$ cat src/rtl/pc_pkg.sv
// Shared definitions for the program-counter increment logic.
// Holds the controller state encoding and the PCL wrap constant.
package pc_pkg;

    // Controller states: IDLE accepts requests, CARRY/FIXUP update PCH.
    typedef enum logic [1:0] {
        IDLE  = 2'd0,
        CARRY = 2'd1,
        FIXUP = 2'd2
    } pc_state_t;

    // Highest PCL value; incrementing from here carries into PCH.
    localparam logic [7:0] PCL_MAX = 8'hFF;

endpackage

$ cat src/rtl/pc_byte_adder.sv
// 8-bit adder shared by the PCL increment and the relative branch.
// b may be an unsigned increment or a signed two's-complement offset;
// the caller interprets carry_out together with the sign of b.
module pc_byte_adder
    import pc_pkg::*;
(
    input  logic [7:0] a,
    input  logic [7:0] b,
    output logic [7:0] sum,
    output logic       carry_out
);

    logic [8:0] w_full_s;

    // Nine-bit add so the page carry falls out of the top bit.
    always_comb begin
        w_full_s  = {1'b0, a} + {1'b0, b};
        sum       = w_full_s[7:0];
        carry_out = w_full_s[8];
    end

endmodule

$ cat src/rtl/pc_increment_logic.sv
// Next-PC generator for an 8-bit-per-half program counter.
// Handles jump, PC+1 with a one-cycle PCH carry, and (optionally)
// relative branches with a one-cycle PCH page fixup.
// Optional feature macro: PC_BRANCH_EN enables branch/offset and FIXUP.
// Without it, branch and offset are ignored and page_cross stays 0.
module pc_increment_logic
    import pc_pkg::*;
(
    input  logic       clk_2,
    input  logic       reset,
    input  logic [7:0] pcl_in,
    input  logic [7:0] pch_in,
    input  logic       inc,
    input  logic       jump,
    input  logic [7:0] adl_in,
    input  logic [7:0] adh_in,
    input  logic       branch,
    input  logic [7:0] offset,
    output logic [7:0] pcl_out,
    output logic [7:0] pch_out,
    output logic       load_pcl,
    output logic       load_pch,
    output logic       busy,
    output logic       page_cross
);

    pc_state_t  r_state;
    logic [7:0] w_add_b;
    logic [7:0] w_sum;
    logic       w_carry;
    logic       w_accept;

`ifdef PC_BRANCH_EN
    logic       r_fwd;     // direction of the pending page fixup
    logic       w_cross;   // branch leaves the current page

    // Branch uses the offset operand unless a jump outranks it.
    always_comb begin
        if (branch && !jump) begin
            w_add_b = offset;
        end else begin
            w_add_b = 8'h01;
        end
    end

    // Forward crossing carries out; backward crossing fails to carry.
    always_comb begin
        if (offset[7]) begin
            w_cross = !w_carry;
        end else begin
            w_cross = w_carry;
        end
    end
`else
    logic w_unused_s;

    // Only the increment operand exists when branching is compiled out.
    always_comb begin
        w_add_b    = 8'h01;
        w_unused_s = ^{branch, offset};
    end
`endif

    pc_byte_adder u_adder (
        .a         (pcl_in),
        .b         (w_add_b),
        .sum       (w_sum),
        .carry_out (w_carry)
    );

    // Requests count only in IDLE and not in the cycle busy is shown,
    // so anything presented alongside busy is dropped rather than queued.
    always_comb begin
        w_accept = (r_state == IDLE) && !busy;
    end

    // Controller FSM with all outputs registered; strobes default low.
    always_ff @(posedge clk_2 or posedge reset) begin
        if (reset) begin
            r_state    <= IDLE;
            pcl_out    <= 8'h00;
            pch_out    <= 8'h00;
            load_pcl   <= 1'b0;
            load_pch   <= 1'b0;
            busy       <= 1'b0;
            page_cross <= 1'b0;
`ifdef PC_BRANCH_EN
            r_fwd      <= 1'b0;
`endif
        end else begin
            load_pcl   <= 1'b0;
            load_pch   <= 1'b0;
            busy       <= 1'b0;
            page_cross <= 1'b0;
            case (r_state)
                IDLE: begin
                    if (w_accept) begin
                        if (jump) begin
                            pcl_out  <= adl_in;
                            pch_out  <= adh_in;
                            load_pcl <= 1'b1;
                            load_pch <= 1'b1;
                        end
`ifdef PC_BRANCH_EN
                        else if (branch) begin
                            pcl_out  <= w_sum;
                            load_pcl <= 1'b1;
                            if (w_cross) begin
                                page_cross <= 1'b1;
                                r_fwd      <= !offset[7];
                                r_state    <= FIXUP;
                            end
                        end
`endif
                        else if (inc) begin
                            pcl_out  <= w_sum;
                            load_pcl <= 1'b1;
                            if (w_carry) begin
                                r_state <= CARRY;
                            end
                        end
                    end
                end
                CARRY: begin
                    pch_out  <= pch_in + 8'h01;
                    load_pch <= 1'b1;
                    busy     <= 1'b1;
                    r_state  <= IDLE;
                end
`ifdef PC_BRANCH_EN
                FIXUP: begin
                    if (r_fwd) begin
                        pch_out <= pch_in + 8'h01;
                    end else begin
                        pch_out <= pch_in - 8'h01;
                    end
                    load_pch <= 1'b1;
                    busy     <= 1'b1;
                    r_state  <= IDLE;
                end
`endif
                default: begin
                    r_state <= IDLE;
                end
            endcase
        end
    end

endmodule

$ cat config.mk
export PLATFORM = sky130hd
export DESIGN_NAME = pc_increment_logic
export DESIGN_NICKNAME = d
export VERILOG_FILES = /design/src/rtl/pc_pkg.sv /design/src/rtl/pc_byte_adder.sv /design/src/rtl/pc_increment_logic.sv
export SDC_FILE = /design/constraint.sdc
export NUM_CORES = 1
export LEC_CHECK = 0
export CORE_MARGIN = 2
export CORE_UTILIZATION = 40
export CTS_CLUSTER_DIAMETER = 40
export DETAILED_ROUTE_END_ITERATION = 16
export HOLD_SLACK_MARGIN = 0.05
export PLACE_DENSITY = 0.87
export SYNTH_ARGS = -nofsm -noshare
export SYNTH_HDL_FRONTEND = slang
export SYNTH_HIERARCHICAL = 1
export SYNTH_SLANG_ARGS = --single-unit
$ cat constraint.sdc
create_clock -name clk_2 -period 1.8 [get_ports clk_2]
set_clock_uncertainty 0.2 [all_clocks]
set_input_delay 0.36 -clock clk_2 [delete_from_list [all_inputs] [get_ports clk_2]]
set_output_delay 0.36 -clock clk_2 [all_outputs]
set_load 0.01 [all_outputs]
==> qor.txt, run 1 <==
Status - finished, violations left
Failing checks - negative setup slack
DRT antenna net count - 0
Psw - 0.449 mW
CTS sink cnt - 20
Final Non-Filler Cells - 267
CTS Buf Count - 3
Maximum VDD drop - 0.000448 V
Total global-route track usage - 0.195
Vias post-DR - 1,304
H-tree Lvls - 1
Tmin final - 1.95 ns
Yosys top cell by area - dfrtp_1
Post-Synthesis Cells - 131
Crit start category - input port
Sequential power share - 0.382
Comb power frac - 0.478
Clock root buffer - clkbuf_4
# fillers - 243
CTS tree - yes
Die width - 62.4 um
Largest net degree at the start of global routing - 21
Drt first pass iters - 4
Register area - 502 um^2
CP arrival - 1.94 ns
Multi-input gate area - 1010 um^2
I/O Pins - 65
Vias in the first global route - 1,332
CTS clk-pin slew, worst paths - 0.10 ns
Most area-consuming cells after synthesis - dfrtp_1 37%, mux2_2 13%, ha_1 8.3%
Cell total after placement - 260
Main synth FF type - dfrtp_1
Clk Latency, worst-skew pair - 0.30 ns
Leakage - 1.13 nW
P&R area growth vs syn - 77.0%
Clock Power Share - 0.139
Register area share after synthesis - 0.367
ANT cells - 0
P_int - 1.04 mW
PortBufs - 54
Synth top cells by count - 20 x dfrtp_1, 16 x mux2_2, 9 x ha_1, 9 x mux2i_1, 7 x nand2_1
Post-DP Area - 2250 um^2
Placer's final routability congestion estimate - 0.784
Vert. Die Dim - 62.4 um
Power Total - 1.49 mW
Final setup vio count - 5
WP data required - 1.80 ns
CP max FO - 2
Fin area - 2410 um^2
RSZ-0062 raised after global routing - true
Top-count cell post-synth - dfrtp_1
Die Area - 3890 um^2
Final period utilization - 1.08
Asr flop ratio synth - 1.00
Initial core utilization - 0.412
Syn Area/Cell - 10.4 um^2
Yosys Warn Count - 6
Final WL - 3710 um
Yosys cell types - 33
Post-synth top area share - 0.367
Initial antenna violation count - 0
Vias per inst - 4.88
Placed wire-length estimate - 2860 um
Final worst slack - -0.145 ns
Kind of end point of the critical path - flip-flop
Routed wire per std cell - 13.9 um
Global-route wire length before repair - 5980 um
CTS max path bufs - 2
# hold bufs at CTS - 0
Number of synthesized flops with an enable pin - 0
Path category of the worst min-delay check - in2async
Max cap viols - 0
Synth Cell Area - 1360 um^2
Type of the worst setup path - in2reg
Sw Ratio - 0.302
GR Overflow Total - 0
Rows - 21
Nets - 278
Cell Pwr Density - 616 nW/um^2
Core Region - 3310 um^2
# DRC - 0
Synth Register Bits - 20
DR iter-0 viols - 23
Layout cells sized above 1 - 0.330
Max Fclk - 514 MHz
Pins Over Slew Limit - 0
Final hold violation count - 0
## critical path, stage by stage
cell	delay (ns)
buf_6	0.09
ha_4	0.16
fa_2	0.36
a21oi_2	0.14
nor2_1	0.07
nor2_1	0.16
xnor2_1	0.08
mux2_4	0.27
mux2_4	0.25
## power groups by stage
| stage | registers (mW) | logic (mW) | clock network, mW |
|---|---|---|---|
| detailed placement | 0.582 | 0.666 | 0 |
| global route | 0.580 | 0.764 | 0.235 |
| floorplan | 0.614 | 0.270 | 0 |
| CTS | 0.571 | 0.704 | 0.216 |
| global placement | 0.578 | 0.650 | 0 |
| finish | 0.568 | 0.710 | 0.207 |
## final cells by class
type / instances / share of cell area
Multi-Input combinational cell: 109 / 0.420
Timing Repair Buffer: 84 / 0.331
Sequential cell: 20 / 0.208
Tap cell: 46 / 0.0239
Clock buffer: 3 / 0.00934
Inverter: 5 / 0.00778
## repair_timing
action / CTS / global route
hold endpoints to repair: 0 / 0
setup buffers: 3 / 2
pin swaps: 13 / 11
setup endpoints to repair: 10 / 13
gates resized for setup: 36 / 16
## worst paths after layout
check	end	startpoint	slack (ns)	cells past startpoint
worst max-delay path	pcl_out[6]$_DFFE_PP0P_	pcl_in[0]	-0.15	9
worst min-delay path	pcl_out[4]$_DFFE_PP0P_	reset	0.17	3
worst max register to register	pcl_out[0]$_DFFE_PP0P_	busy$_DFF_PP0_	0.21	4
worst min register to register	pcl_out[2]$_DFFE_PP0P_	pcl_out[2]$_DFFE_PP0P_	0.32	1
max in group asynchronous	busy$_DFF_PP0_	reset	1.02	3
min in group clk_2	pcl_out[2]$_DFFE_PP0P_	pcl_out[2]$_DFFE_PP0P_	0.32	1
## cell families (layout without fill, tap and decap cells)
group,Yosys count,in the layout,synth area share
simple gates,33,33,0.139
mux,25,25,0.198
compound gates,24,24,0.115
flops,20,20,0.367
fa+ha+maj,10,10,0.0973
buf+inv,10,92,0.0330
xor+xnor,7,7,0.0450
other cells,2,10,0.00551
## cell usage in the layout (no fill, tap or decap), types with 4 or more instances in the layout
cell type	count
dlymetal6s2s_1	9
clkdlybuf4s50_1	36
nand2_1	7
ha_4	7
buf_4	26
mux2_4	7
mux2_2	9
nand3_1	4
dfrtp_1	19
conb_1	10
o21ai_0	6
mux2i_1	9
xor2_1	5
dlygate4sd2_1	4
## stage by stage
step | hold slack [ns] | setup TNS (ns) | util | worst slack (ns)
after global placement | 0.288 | -6.91 | 0.679 | -0.822
after detailed placement | 0.296 | -7.29 | 0.679 | -0.851
after global routing | 0.205 | -0.674 | 0.728 | -0.186
final | 0.167 | -0.498 | 0.728 | -0.145
after CTS | 0.173 | -0.326 | 0.717 | -0.131
after floorplan | 0.124 | -0.617 | - | -0.209
## per-layer routing
layer	routed length (um)	GRT usage
met1	1460	0.222
met2	2100	0.382
met3	117	0.0181
met4	27	0.0583
met5	0	0
## registers in the layout, summed over array words and instances, names as in the netlist
signal	count
load_pch	1
load_pcl	1
pcl_out	8
busy	1
r_state	1
pch_out	8
Power figures use the tool's default switching activity.
==> run 2, diff against run 1 <==
- CORE_ASPECT_RATIO: default -> 0.75
==> run 2 against run 1 <==
Net effect:
- the run still ends with negative setup slack left
- global-route usage rose by 4.4 points
- clock power rose by 41%
- combinational power is 11% higher
- die area is 0.12% higher
- final area increased by 3.2%
- sequential share of layout area decreased by 0.70 points
- first-iteration DRC count increased to 2.6 times the previous value
- critical endpoint is now pcl_out[4]$_DFFE_PP0P_
- largest cell class unchanged
==> qor.txt, run 2 (synthesis gave the netlist of run 1 again) <==
Worst r2r path cells - 4
Most frequent cells in the layout - 45 x clkdlybuf4s50_1, 24 x buf_4, 20 x dfrtp_1
Cell total after placement - 253
Drt first pass iters - 4
Global-route wire length before repair - 6890 um
Die Area - 3890 um^2
Path category of the worst min-delay check - in2async
Vias per inst - 5.43
Status - finished, violations left
FF-to-FF End - pcl_out[1]$_DFFE_PP0P_
Final WL - 4680 um
Clock root buffer - clkbuf_8
Final period utilization - 1.16
RSZ-0062 raised after global routing - true
DRT antenna net count - 0
Leakage - 1.07 nW
Rows - 18
# DRC - 0
Kind of end point of the critical path - flip-flop
Failing checks - negative setup slack
Final hold violation count - 0
Commonest non-fill, non-tap cell in the layout - clkdlybuf4s50_1
Placed wire-length estimate - 3110 um
Routed wire per std cell - 17.9 um
Nets - 278
Final worst slack - -0.284 ns
Clk Latency, worst-skew pair - 0.26 ns
CTS tree - yes
Crit start category - input port
CP arrival - 2.03 ns
Maximum VDD drop - 0.000387 V
Type of the worst setup path - in2reg
GR Overflow Total - 0
Vias in the first global route - 1,427
Final setup vio count - 5
I/O Pins - 65
FF-to-FF Start - busy$_DFF_PP0_
R2R Setup Slk - 0.26 ns
Vert. Die Dim - 54.5 um
Pins Over Slew Limit - 0
Max cap viols - 0
CTS Buf Count - 3
CTS clk-pin slew, worst paths - 0.07 ns
Final Non-Filler Cells - 261
CTS max path bufs - 2
Vias post-DR - 1,417
Largest regs - pch_out x8, pcl_out x8
Least-Margin Pin Slew - 0.704 ns
Cell Pwr Density - 667 nW/um^2
Initial core utilization - 0.417
# fillers - 192
Core Region - 3270 um^2
H-tree Lvls - 1
Total global-route track usage - 0.239
Initial antenna violation count - 0
PortBufs - 54
Tmin final - 2.08 ns
CP max FO - 2
WP data required - 1.75 ns
Die width - 71.4 um
Slew headroom - 0.531
Max Fclk - 480 MHz
DR iter-0 viols - 60
Layout cells sized above 1 - 0.353
ANT cells - 0
Placer's final routability congestion estimate - 0.879
P&R area growth vs syn - 82.6%
Largest net degree at the start of global routing - 21
Setup tns final - -1.16 ns
CTS sink cnt - 20
[run 2: worst max-delay path by stage]
stage                    from  depth (start not counted)                endpoint
finish              pcl_in[0]                          8  pcl_out[4]$_DFFE_PP0P_
global route        pcl_in[0]                          9  pcl_out[6]$_DFFE_PP0P_
CTS                 pcl_in[0]                          9  pcl_out[6]$_DFFE_PP0P_
detailed placement  pcl_in[0]                          9  pcl_out[6]$_DFFE_PP0P_
floorplan           pcl_in[5]                          7  pcl_out[5]$_DFFE_PP0P_
global placement    pcl_in[0]                          9  pcl_out[6]$_DFFE_PP0P_
[run 2: area by class of cell]
class / instances / area, um^2 / share of cell area
multi-input combinational: 109 / 1080 / 0.435
timing repair buffer: 84 / 795 / 0.319
sequential: 20 / 500 / 0.201
tap: 40 / 50.0 / 0.0201
clock buffer: 3 / 41.3 / 0.0166
inverter: 5 / 18.8 / 0.00754
[run 2: routing by layer]
metal / GRT usage / wire length (um) / vias up
li1: - / - / 654
met1: 0.272 / 1810 / 676
met2: 0.448 / 2460 / 69
met3: 0.0516 / 246 / 18
met4: 0.0943 / 161 / 0
met5: 0 / 0 / -
[run 2: power breakdown]
group	leakage (nW)	switching (mW)	internal (mW)
Combinational	0.813	0.320	0.471
Clock	0.0216	0.143	0.149
Sequential	0.238	0.0486	0.529
Total	1.07	0.512	1.15
[run 2: repair_timing]
action	CTS	global route
pin swaps	17	15
resized for setup	50	15
endpoints found under the setup margin	9	7
buffers inserted	6	4
hold buffers	0	0
[run 2: critical path: stages]
cell	delay [ns]
buf_6	0.10
ha_4	0.15
fa_2	0.40
a21oi_4	0.19
o21bai_1	0.11
xor2_1	0.17
mux2_4	0.28
mux2_4	0.26
[run 2: per-stage QoR]
step	total power [mW]	worst slack, ns	hold WS (ns)	util	cell area [um^2]
floorplan	0.883	-0.209	0.124	-	1460
global placement	1.22	-0.836	0.295	0.684	2230
detailed placement	1.25	-0.959	0.303	0.684	2230
CTS	1.61	-0.262	0.222	0.746	2440
global route	1.75	-0.322	0.254	0.762	2490
finish	1.66	-0.284	0.222	0.762	2490
